### src/rtl/decode_stage.sv
// RV32I decode stage: combinational decoder feeding a main+skid output buffer.
// Define DECODE_ILLEGAL_TRAP_EN to flag illegal encodings on illegal_o instead of emitting NOPs.
module decode_stage #(
  parameter int unsigned XLEN         = 32,
  parameter int unsigned NB_UNIT      = 6,
  parameter int unsigned NB_OPERATION = 6,
  parameter int unsigned NB_REGS      = 5
) (
  input  logic                    clk,
  input  logic                    rst,
  input  logic                    flush_i,
  input  logic                    in_valid_i,
  output logic                    in_ready_o,
  input  logic [XLEN-1:0]         in_pc_i,
  input  logic [31:0]             in_instr_i,
  output logic                    out_valid_o,
  input  logic                    out_ready_i,
  output logic [XLEN-1:0]         pc_o,
  output logic [NB_UNIT-1:0]      unit_o,
  output logic [NB_OPERATION-1:0] op_o,
  output logic                    inv_o,
  output logic [1:0]              size_o,
  output logic [NB_REGS-1:0]      rs1_o,
  output logic [NB_REGS-1:0]      rs2_o,
  output logic [NB_REGS-1:0]      rd_o,
  output logic                    rd_we_o,
  output logic [XLEN-1:0]         imm_o,
  output logic                    use_imm_o,
  output logic                    use_pc_o,
  output logic                    illegal_o
);

  localparam int unsigned UAlu = 0, USft = 1, UBu = 2, ULsu = 3;
  localparam int unsigned OAdd = 0, OAnd = 1, OOr = 2, OXor = 3, OSlt = 4;
  localparam int unsigned OSll = 0, OSrl = 1, OSra = 2;
  localparam int unsigned OBeq = 0, OBne = 1, OBlt = 2, OBge = 3, OJal = 4, OJalr = 5;
  localparam int unsigned OSt = 0, OLd = 1;

  localparam logic [6:0] OpLui = 7'b0110111, OpAuipc = 7'b0010111, OpJal = 7'b1101111;
  localparam logic [6:0] OpJalr = 7'b1100111, OpBranch = 7'b1100011, OpLoad = 7'b0000011;
  localparam logic [6:0] OpStore = 7'b0100011, OpImm = 7'b0010011, OpReg = 7'b0110011;
  localparam logic [6:0] OpFence = 7'b0001111;

  localparam logic [1:0] StEmpty = 2'd0, StOne = 2'd1, StTwo = 2'd2;

  localparam int unsigned PW = 2 * XLEN + NB_UNIT + NB_OPERATION + 3 * NB_REGS + 7;

  logic [6:0]  opcode, f7;
  logic [2:0]  f3;
  logic        f7_ok;
  logic [31:0] imm_i, imm_s, imm_b, imm_u, imm_j, imm32;

  assign opcode = in_instr_i[6:0];
  assign f3     = in_instr_i[14:12];
  assign f7     = in_instr_i[31:25];
  assign f7_ok  = (f7 == 7'h00) || (f7 == 7'h20);
  assign imm_i  = {{20{in_instr_i[31]}}, in_instr_i[31:20]};
  assign imm_s  = {{20{in_instr_i[31]}}, in_instr_i[31:25], in_instr_i[11:7]};
  assign imm_b  = {{19{in_instr_i[31]}}, in_instr_i[31], in_instr_i[7], in_instr_i[30:25],
                   in_instr_i[11:8], 1'b0};
  assign imm_u  = {in_instr_i[31:12], 12'b0};
  assign imm_j  = {{11{in_instr_i[31]}}, in_instr_i[31], in_instr_i[19:12], in_instr_i[20],
                   in_instr_i[30:21], 1'b0};

  logic [NB_UNIT-1:0]      d_unit;
  logic [NB_OPERATION-1:0] d_op;
  logic [NB_REGS-1:0]      d_rs1, d_rs2, d_rd;
  logic [1:0]              d_size;
  logic                    d_inv, d_we, d_use_imm, d_use_pc, d_ill, d_nop;

  always_comb begin
    d_unit = '0; d_op = '0; d_inv = 1'b0; d_size = 2'd0;
    d_rs1 = '0; d_rs2 = '0; d_rd = '0; d_we = 1'b0; imm32 = '0;
    d_use_imm = 1'b0; d_use_pc = 1'b0; d_ill = 1'b0; d_nop = 1'b0;
    case (opcode)
      OpReg, OpImm: begin
        d_rs1 = NB_REGS'(in_instr_i[19:15]);
        d_rd  = NB_REGS'(in_instr_i[11:7]);
        d_we  = 1'b1;
        case (f3)
          3'b000: begin d_unit[UAlu] = 1'b1; d_op[OAdd] = 1'b1; end
          3'b001: begin d_unit[USft] = 1'b1; d_op[OSll] = 1'b1; end
          3'b010: begin d_unit[UAlu] = 1'b1; d_op[OSlt] = 1'b1; end
          3'b011: begin d_unit[UAlu] = 1'b1; d_op[OSlt] = 1'b1; d_inv = 1'b1; end
          3'b100: begin d_unit[UAlu] = 1'b1; d_op[OXor] = 1'b1; end
          3'b101: begin
            d_unit[USft] = 1'b1;
            if (f7[5]) d_op[OSra] = 1'b1;
            else       d_op[OSrl] = 1'b1;
          end
          3'b110:  begin d_unit[UAlu] = 1'b1; d_op[OOr] = 1'b1; end
          default: begin d_unit[UAlu] = 1'b1; d_op[OAnd] = 1'b1; end
        endcase
        if (opcode == OpReg) begin
          d_rs2 = NB_REGS'(in_instr_i[24:20]);
          d_inv = d_inv | ((f3 == 3'b000) & f7[5]);
          // funct7 = 0100000 only exists for SUB and SRA
          d_ill = !f7_ok || (f7[5] && (f3 != 3'b000) && (f3 != 3'b101));
        end else begin
          d_use_imm = 1'b1;
          if ((f3 == 3'b001) || (f3 == 3'b101)) begin
            imm32 = {27'b0, in_instr_i[24:20]};
            d_ill = !f7_ok;
          end else begin
            imm32 = imm_i;
          end
        end
      end
      OpLui, OpAuipc: begin
        d_unit[UAlu] = 1'b1; d_op[OAdd] = 1'b1;
        d_rd = NB_REGS'(in_instr_i[11:7]); d_we = 1'b1;
        imm32 = imm_u; d_use_imm = 1'b1;
        d_use_pc = (opcode == OpAuipc);
      end
      OpLoad: begin
        d_unit[ULsu] = 1'b1; d_op[OLd] = 1'b1;
        d_rs1 = NB_REGS'(in_instr_i[19:15]);
        d_rd = NB_REGS'(in_instr_i[11:7]); d_we = 1'b1;
        imm32 = imm_i; d_use_imm = 1'b1;
        d_size = f3[1:0]; d_inv = f3[2];
        d_ill = (f3 == 3'b011) || (f3 == 3'b110) || (f3 == 3'b111);
      end
      OpStore: begin
        d_unit[ULsu] = 1'b1; d_op[OSt] = 1'b1;
        d_rs1 = NB_REGS'(in_instr_i[19:15]);
        d_rs2 = NB_REGS'(in_instr_i[24:20]);
        imm32 = imm_s; d_use_imm = 1'b1;
        d_size = f3[1:0];
        d_ill = (f3 > 3'b010);
      end
      OpBranch: begin
        d_unit[UBu] = 1'b1;
        d_rs1 = NB_REGS'(in_instr_i[19:15]);
        d_rs2 = NB_REGS'(in_instr_i[24:20]);
        imm32 = imm_b; d_inv = f3[1];
        case (f3)
          3'b000:         d_op[OBeq] = 1'b1;
          3'b001:         d_op[OBne] = 1'b1;
          3'b100, 3'b110: d_op[OBlt] = 1'b1;
          3'b101, 3'b111: d_op[OBge] = 1'b1;
          default:        d_ill = 1'b1;
        endcase
      end
      OpJal: begin
        d_unit[UBu] = 1'b1; d_op[OJal] = 1'b1;
        d_rd = NB_REGS'(in_instr_i[11:7]); d_we = 1'b1;
        imm32 = imm_j;
      end
      OpJalr: begin
        d_unit[UBu] = 1'b1; d_op[OJalr] = 1'b1;
        d_rs1 = NB_REGS'(in_instr_i[19:15]);
        d_rd = NB_REGS'(in_instr_i[11:7]); d_we = 1'b1;
        imm32 = imm_i; d_use_imm = 1'b1;
        d_ill = (f3 != 3'b000);
      end
      OpFence: d_nop = 1'b1;
      default: d_ill = 1'b1;
    endcase
    if (d_ill) begin
`ifdef DECODE_ILLEGAL_TRAP_EN
      d_unit = '0; d_op = '0; d_we = 1'b0;
`else
      d_nop = 1'b1; d_ill = 1'b0;
`endif
    end
    if (d_nop) begin
      d_unit = '0; d_op = '0; d_unit[UAlu] = 1'b1; d_op[OAdd] = 1'b1;
      d_we = 1'b0; d_rs1 = '0; d_rs2 = '0; d_rd = '0; d_inv = 1'b0;
      d_size = 2'd0; d_use_imm = 1'b0; d_use_pc = 1'b0;
    end
    if (d_rd == '0) d_we = 1'b0;
  end

  logic [PW-1:0] dec, main_q, main_d, skid_q, skid_d;
  logic [1:0]    state_q, state_d;
  logic          in_ready_q, accept, consume;

  assign dec = {in_pc_i, d_unit, d_op, d_inv, d_size, d_rs1, d_rs2, d_rd, d_we,
                {{(XLEN-31){imm32[31]}}, imm32[30:0]}, d_use_imm, d_use_pc, d_ill};
  assign {pc_o, unit_o, op_o, inv_o, size_o, rs1_o, rs2_o, rd_o, rd_we_o,
          imm_o, use_imm_o, use_pc_o, illegal_o} = main_q;

  assign in_ready_o  = in_ready_q;
  assign out_valid_o = (state_q != StEmpty);
  assign accept      = in_valid_i & in_ready_q;
  assign consume     = out_valid_o & out_ready_i;

  always_comb begin
    state_d = state_q;
    main_d  = main_q;
    skid_d  = skid_q;
    if (flush_i) begin
      state_d = StEmpty;
    end else begin
      case (state_q)
        StEmpty: if (accept) begin state_d = StOne; main_d = dec; end
        StOne: begin
          if (accept && consume) main_d = dec;
          else if (accept) begin state_d = StTwo; skid_d = dec; end
          else if (consume) state_d = StEmpty;
        end
        StTwo:   if (consume) begin state_d = StOne; main_d = skid_q; end
        default: state_d = StEmpty;
      endcase
    end
  end

  // in_ready is registered: it looks ahead at the next buffer state
  always_ff @(posedge clk) begin
    if (rst) begin
      state_q    <= StEmpty;
      main_q     <= '0;
      skid_q     <= '0;
      in_ready_q <= 1'b1;
    end else begin
      state_q    <= state_d;
      main_q     <= main_d;
      skid_q     <= skid_d;
      in_ready_q <= (state_d != StTwo);
    end
  end

endmodule

### config.mk
export PLATFORM = sky130hd
export DESIGN_NAME = decode_stage
export DESIGN_NICKNAME = d
export VERILOG_FILES = /design/src/rtl/decode_stage.sv
export SDC_FILE = /design/constraint.sdc
export NUM_CORES = 1
export LEC_CHECK = 0
export BUFFER_PORTS_ARGS = -buffer_cell sky130_fd_sc_hd__buf_2
export CAP_MARGIN = 20
export CORE_MARGIN = 5
export CORE_UTILIZATION = 45
export CTS_CLUSTER_SIZE = 16
export DETAILED_ROUTE_END_ITERATION = 10
export GPL_TIMING_DRIVEN = 0
export PLACE_DENSITY = 0.73
export RECOVER_POWER = 25
export SLEW_MARGIN = 20
export SYNTH_ARGS = -nofsm -noshare
export SYNTH_HDL_FRONTEND = slang
export SYNTH_SLANG_ARGS = --single-unit
### constraint.sdc
create_clock -name clk -period 2.6 [get_ports clk]
set_clock_uncertainty 0.2 [all_clocks]
set_input_delay 0.13 -clock clk [delete_from_list [all_inputs] [get_ports clk]]
set_output_delay 0.13 -clock clk [all_outputs]
set_load 0.005 [all_outputs]
Yosys cells after proc, flatten, opt, wreduce, memory -nomap -nowiden
Index checks and enable logic that the tools add are counted. W data, S select, Z words.

Flip-flop bits (word level): 198. Bits in latches: 0. Bits in writable memories: 0. Memory bits (read-only): 0. Input bits: 69. Output and inout bits: 100. Logic and storage cells: 138. Memories: 0.

$add $sub $neg: 0. Multipliers: 0. Divide/modulo/power cells: 0. $lt $le $gt $ge: 1. Equal/unequal tests: 25. Shifts and indexed selects: 0. Muxes and demuxes: 66. Bitwise logic cells: 6. Reduce and logical (&&, ||, !) cells: 36.

Operators with widths (number): $mux W98 (3); $pmux W98 S3 (1); $pmux W32 S6 (1); $mux W32 (2); $mux W1 (31); $mux W5 (6); $eq A7 B6 Y1 const B (4); $eq A7 B7 Y1 const B (3); $reduce_or A2 Y1 (10); $reduce_or A6 Y1 (3); $mux W2 (8); $eq A7 B5 Y1 const B (2); $eq A3 B3 Y1 const B (4); $pmux W1 S2 (5); $pmux W5 S2 (1); $pmux W1 S3 (3); $ne A2 B2 Y1 const B (4); $eq A7 B2 Y1 const B (1); $eq A7 B4 Y1 const B (1); $logic_not A7 Y1 (1); $reduce_or A7 Y1 (1); $eq A3 B2 Y1 const B (2); $mux W6 (1); $pmux W1 S6 (1); 24 further kinds (35).

Logic depth before layout (Yosys ltp)
Depth in word-level cells: 12. Gate-level depth with buffers: 9. Depth with buffers taken out: 6.

Worst setup path after synthesis
No wires, ideal clock.

Path type: register to register. From: reg state_q[0]. To: reg skid_q[46]. Library setup time: 0.059 ns. Arrival time: 1.739 ns. Data required time: 2.341 ns. Setup slack: 0.601 ns. Stages on the path, launching flop included: 8. Buffers on the path: 1. Clock period less this slack: 1.999 ns. Cells stage by stage: dfxtp_1 -> nand2b_4 -> or4_1 -> buf_2 -> nor2_2 -> nand4_1 -> nor3_2 -> a22o_1.

Longest elaborated chain between the ends: 5. Elaborated cells between the ends (all ways): 6. Those cells by class: eq/ne: 1; bitwise: 2; reduce/logical: 3.

Ends and longest elaborated chain: start: declaration (RTL line 175) `logic [1:0] state_q, state_d;`; start signal: assignment (RTL line 211) `state_q <= StEmpty;`; start signal: assignment (RTL line 216) `state_q <= state_d;`; $reduce_bool A2 Y1 (RTL line 184) `assign out_valid_o = (state_q != StEmpty);`; $and A1 B1 Y1 (RTL line 186) `assign consume = out_valid_o & out_ready_i;`; $logic_and A1 B1 Y1 (RTL line 198) `if (accept && consume) main_d = dec;`; $not A1 Y1 (no line); $reduce_and A4 Y1 (no line) (*); end signal: assignment (RTL line 218) `skid_q <= skid_d;`; end: declaration (RTL line 174) `logic [PW-1:0] dec, main_q, main_d, skid_q, skid_d;`.

Every way passes the cells marked *; elsewhere a longest branch is shown, timed or not. A chain may end at the register's enable or synchronous reset.

Worst setup path in the final report
From: in in_instr_i[27]. To: reg main_q[54].

Longest elaborated chain between the ends: 10. Elaborated cells between the ends (all ways): 13. Those cells by class: eq/ne: 1; mux: 8; reduce/logical: 4.

Ends and longest elaborated chain: start: declaration (RTL line 15) `input logic [31:0] in_instr_i,`; $eq A7 B6 Y1 or $logic_not A7 Y1 (tied branches) (RTL line 56) `assign f7_ok = (f7 == 7'h00) || (f7 == 7'h20);`; $logic_or A1 B1 Y1 (*) (RTL line 56); $logic_not A1 Y1 (*) (RTL line 98, 103); $mux W1 or $logic_or A1 B1 Y1 (tied branches) (RTL line 101, 98); $mux W1 (*) (RTL line 94) `if (opcode == OpReg) begin`; $pmux W1 S6 (*) (RTL line 75) `case (opcode)`; $mux W1 (*) (RTL line 159) `if (d_ill) begin`; $mux W6 (*) (RTL line 166) `if (d_nop) begin`; $mux W98, on equally long branches (RTL line 198, 196); $pmux W98 S3 (*) (RTL line 195) `case (state_q)`; end signal: assignment (RTL line 217) `main_q <= main_d;`; end: declaration (RTL line 174).

Every way passes the cells marked *; elsewhere a longest branch is shown, timed or not. The select of a mux whose other input is x is not followed.

==> results.yml <==
clock_network:
  clk_pin_slew_ps: 70
  cts_tree: "yes"
  cts-root-buf: "clkbuf_16"
  numClockSinks: 193
  htree_levels: 4
  cts_buffers: 17
  clk_latency_ps: 440
  clockBufferDepth: 2
routing:
  viasPerCell: 5.836
  vias: 8731
  wire_per_inst_um: 19.56
  ant_nets: 0
  firstDrtPassIters: 6
  drc: 0
  drt_iter0_drc: 872
  routed_wl_um: 29260
power_and_ir_drop:
  p_clk_share_pct: 41.0
  p_sw_mw: 1.666
  power.share.switching_pct: 25.85
  p_comb_share_pct: 11.0
  p_seq_share_pct: 48.0
  ir_drop_mv: 0.4924
  power_density_nw_per_um2: 610.1
  p_int_mw: 4.778
  leakage_nw: 4.077
global_routing:
  antenna_found_initial: 0
  grt_usage_pct: 26.37
  grt_max_degree: 17
  grt_pass1_wl_um: 45110
  grt_pass1_vias: 8150
  overflow: 0
floorplan:
  core-area_sq_um: 18020
  rows: 49
  start_util_pct: 45.74
  die_x_um: 145.4
  io_pins: 169
  dieArea_sq_um: 21130
  fp.dieH_um: 145.4
critical_path:
  rrSetupSlack_ps: 170
  max_stage_delay_ps: 560
  crit_path_end_kind: "flop"
  critical-path-top-delay-family: "buffers and inverters"
  worst-path-max-fanout: 10
  crit_cells: 10
  reg2reg_to: "main_q[13]"
  path_buf_inv: 4
  crit_path_start_kind: "primary input"
  crit_path_end: "main_q[54]"
  crit_slowest_cell: "dlygate4sd3_1"
  worstPathCellList: "dlygate4sd3_1 > buf_2 > nor4_1 > a22oi_1 > o21a_1 > nor3_4 > buf_4 > buf_6 > a21o_1 > a21oi_1"
  critPathKind: "primary input to flop"
  required_ps: 2710
  crit_arrival_ps: 2580
  startpoint: "in_instr_i[27]"
  reg2regPathDepth: 5
  reg2reg_from: "state_q[0]"
timing:
  finalCritPeriodShare_pct: 95.08
  rsz0062_at_grt: "no"
  timing.final.hold_violations: 0
  slew_headroom_pct: 20.97
  final-setup-viol-count: 0
  slew_viol_final: 0
  min_period_ps: 2472
  layout_setup_ws_ps: 127.8
  clock.fmax_mhz: 404.5
  tightest_slew_ps: 1176
finish:
  drive_above_1_share_pct: 16.42
  fin_cells: 1496
  area_delta_synth_final_pct: 28.11
  multi_input_area_sq_um: 3998
  final_cell_mix: "dfxtp_1, nand2_1, buf_2"
  fillCellCount: 1698
  antenna_cells: 0
  final_common_cell: "dfxtp_1"
  nets: 1323
  regArea_sq_um: 3865
status:
  outcome: "completed"
placement:
  pre_cts_ws_ps: 24.70
  routabilityCongestion: 0.9575
  dp.cells: 1401
  portBuffers: 163
  place_hpwl_um: 20730
synthesis:
  synth_top_area_cell: "dfxtp_1"
  synth_top_family_by_area: "compound AO/OA/AOI/OAI gates"
  yosysWarnings: 0
  synth-simple-area-share_pct: 20.75
  synth_mux_area_share_pct: 0
  synth_area_sq_um: 8244
  synth-seq-cells: 193
  yosysTopAreaCellShare_pct: 46.87
  syn_area_per_cell_sq_um: 8.187
  synthArstFlopShare_pct: 0
  yosys.cell_types.count: 67
  synth_ff_type: "dfxtp_1"
  ys_top_cells_by_area: "dfxtp_1, nand2_1, a21oi_1, nor2_1, a311oi_1"
  ys_seq_area_share_pct: 46.87
  synthAdderAreaFrac_pct: 0
  synthCells: 1007
  synth_edf_count: 0
  synth_compound_area_share_pct: 26.94
  synth-xor-area-share_pct: 0.2125
job:
  maxCapViolations: 0
hold_path:
  hp-class: "primary input to flop"
synthesized netlist by cell type, types with 3 or more instances:
| library cell | count |
|---|---|
| nor2_1 | 97 |
| a211oi_1 | 20 |
| clkbuf_1 | 58 |
| and3_1 | 16 |
| a22o_1 | 21 |
| inv_1 | 6 |
| nand4_1 | 4 |
| nand2b_1 | 6 |
| a21oi_1 | 117 |
| o21a_1 | 3 |
| a32oi_1 | 12 |
| nor4_1 | 3 |
| buf_2 | 21 |
| nand3_1 | 20 |
| a311oi_1 | 34 |
| dfxtp_1 | 193 |
| nor2b_1 | 4 |
| nor2_2 | 4 |
| nor3_1 | 20 |
| nand2_1 | 185 |
| o22ai_1 | 9 |
| a21o_1 | 4 |
| o31a_1 | 3 |
| o211ai_1 | 11 |
| buf_4 | 6 |
| o21ai_0 | 53 |
| a32o_1 | 3 |
| a221oi_1 | 21 |
| buf_1 | 4 |
| a221o_1 | 5 |
final cells by class:
type                            instances  share of cell area [%]
Multi-Input combinational cell        719                   37.85
Sequential cell                       193                   36.60
Timing Repair Buffer                  227                   13.16
Clock buffer                           20                   4.229
Buffer                                 90                   3.981
Tap cell                              229                   2.713
Clock inverter                         12                   1.256
Inverter                                6                  0.2132
repair_timing:
action / CTS / global route
cloned: 0 / 0
buffers inserted: 0 / 4
hold endpoints to repair: 150 / 0
hold buffers: 60 / 0
pin swaps: 0 / 2
resized for setup: 2 / 23
setup endpoints to repair: 4 / 99
through the flow:
stage	hold WS, ps	setup TNS, ps	utilization [%]	area [sq um]	total power, mW
floorplan	55.69	0	-	8252	3.478
global placement	186.0	0	51.90	9354	3.773
detailed placement	186.9	0	51.90	9354	3.779
CTS	77.36	-16.73	58.50	10540	6.448
global route	124.9	0	58.59	10560	6.642
finish	101.2	0	58.59	10560	6.444
registers in the layout, summed over array words and instances, names as in the netlist:
| signal | flops |
|---|---|
| main_q | 95 |
| in_ready_o | 1 |
| state_q | 2 |
| skid_q | 95 |
per-layer routing:
layer | GRT usage, % | wire [um]
met5 | 0 | 0
met4 | 9.282 | 918
met3 | 6.633 | 2638
met2 | 41.63 | 13340
met1 | 35.26 | 12370
worst min-delay path by stage:
| stage | cells after the start | from | slack, ps | end |
|---|---|---|---|---|
| floorplan | 1 | in_instr_i[7] | 60 | skid_q[36] |
| global placement | 2 | in_instr_i[16] | 190 | skid_q[47] |
| detailed placement | 2 | in_instr_i[15] | 190 | skid_q[46] |
| CTS | 4 | in_instr_i[0] | 80 | skid_q[53] |
| global route | 4 | in_instr_i[0] | 120 | skid_q[53] |
| finish | 4 | in_instr_i[0] | 100 | skid_q[53] |
power groups by stage:
stage	sequential, mW	combinational [mW]	clock (mW)
2_1_floorplan	3.16	0.316	0
3_3_place_gp	3.16	0.615	0
3_5_place_dp	3.16	0.619	0
4_1_cts	3.09	0.693	2.66
5_1_grt	3.10	0.763	2.78
6_report	3.09	0.707	2.64
worst reg2reg max path: stages, from the launching register on:
cell and delay (ps):
dfxtp_1 410, nand2b_1 320, clkbuf_1 450, clkbuf_1 530, nand3_1 160, a211oi_1 270
cell families after synthesis:
group	Yosys count
buffers and inverters	97
AOI/OAI and AO/OA	332
xor gates and xnor gates	2
DFF	193
other	1
and+or+nand+nor	382
No activity file was read; power rests on OpenSTA's default activity.
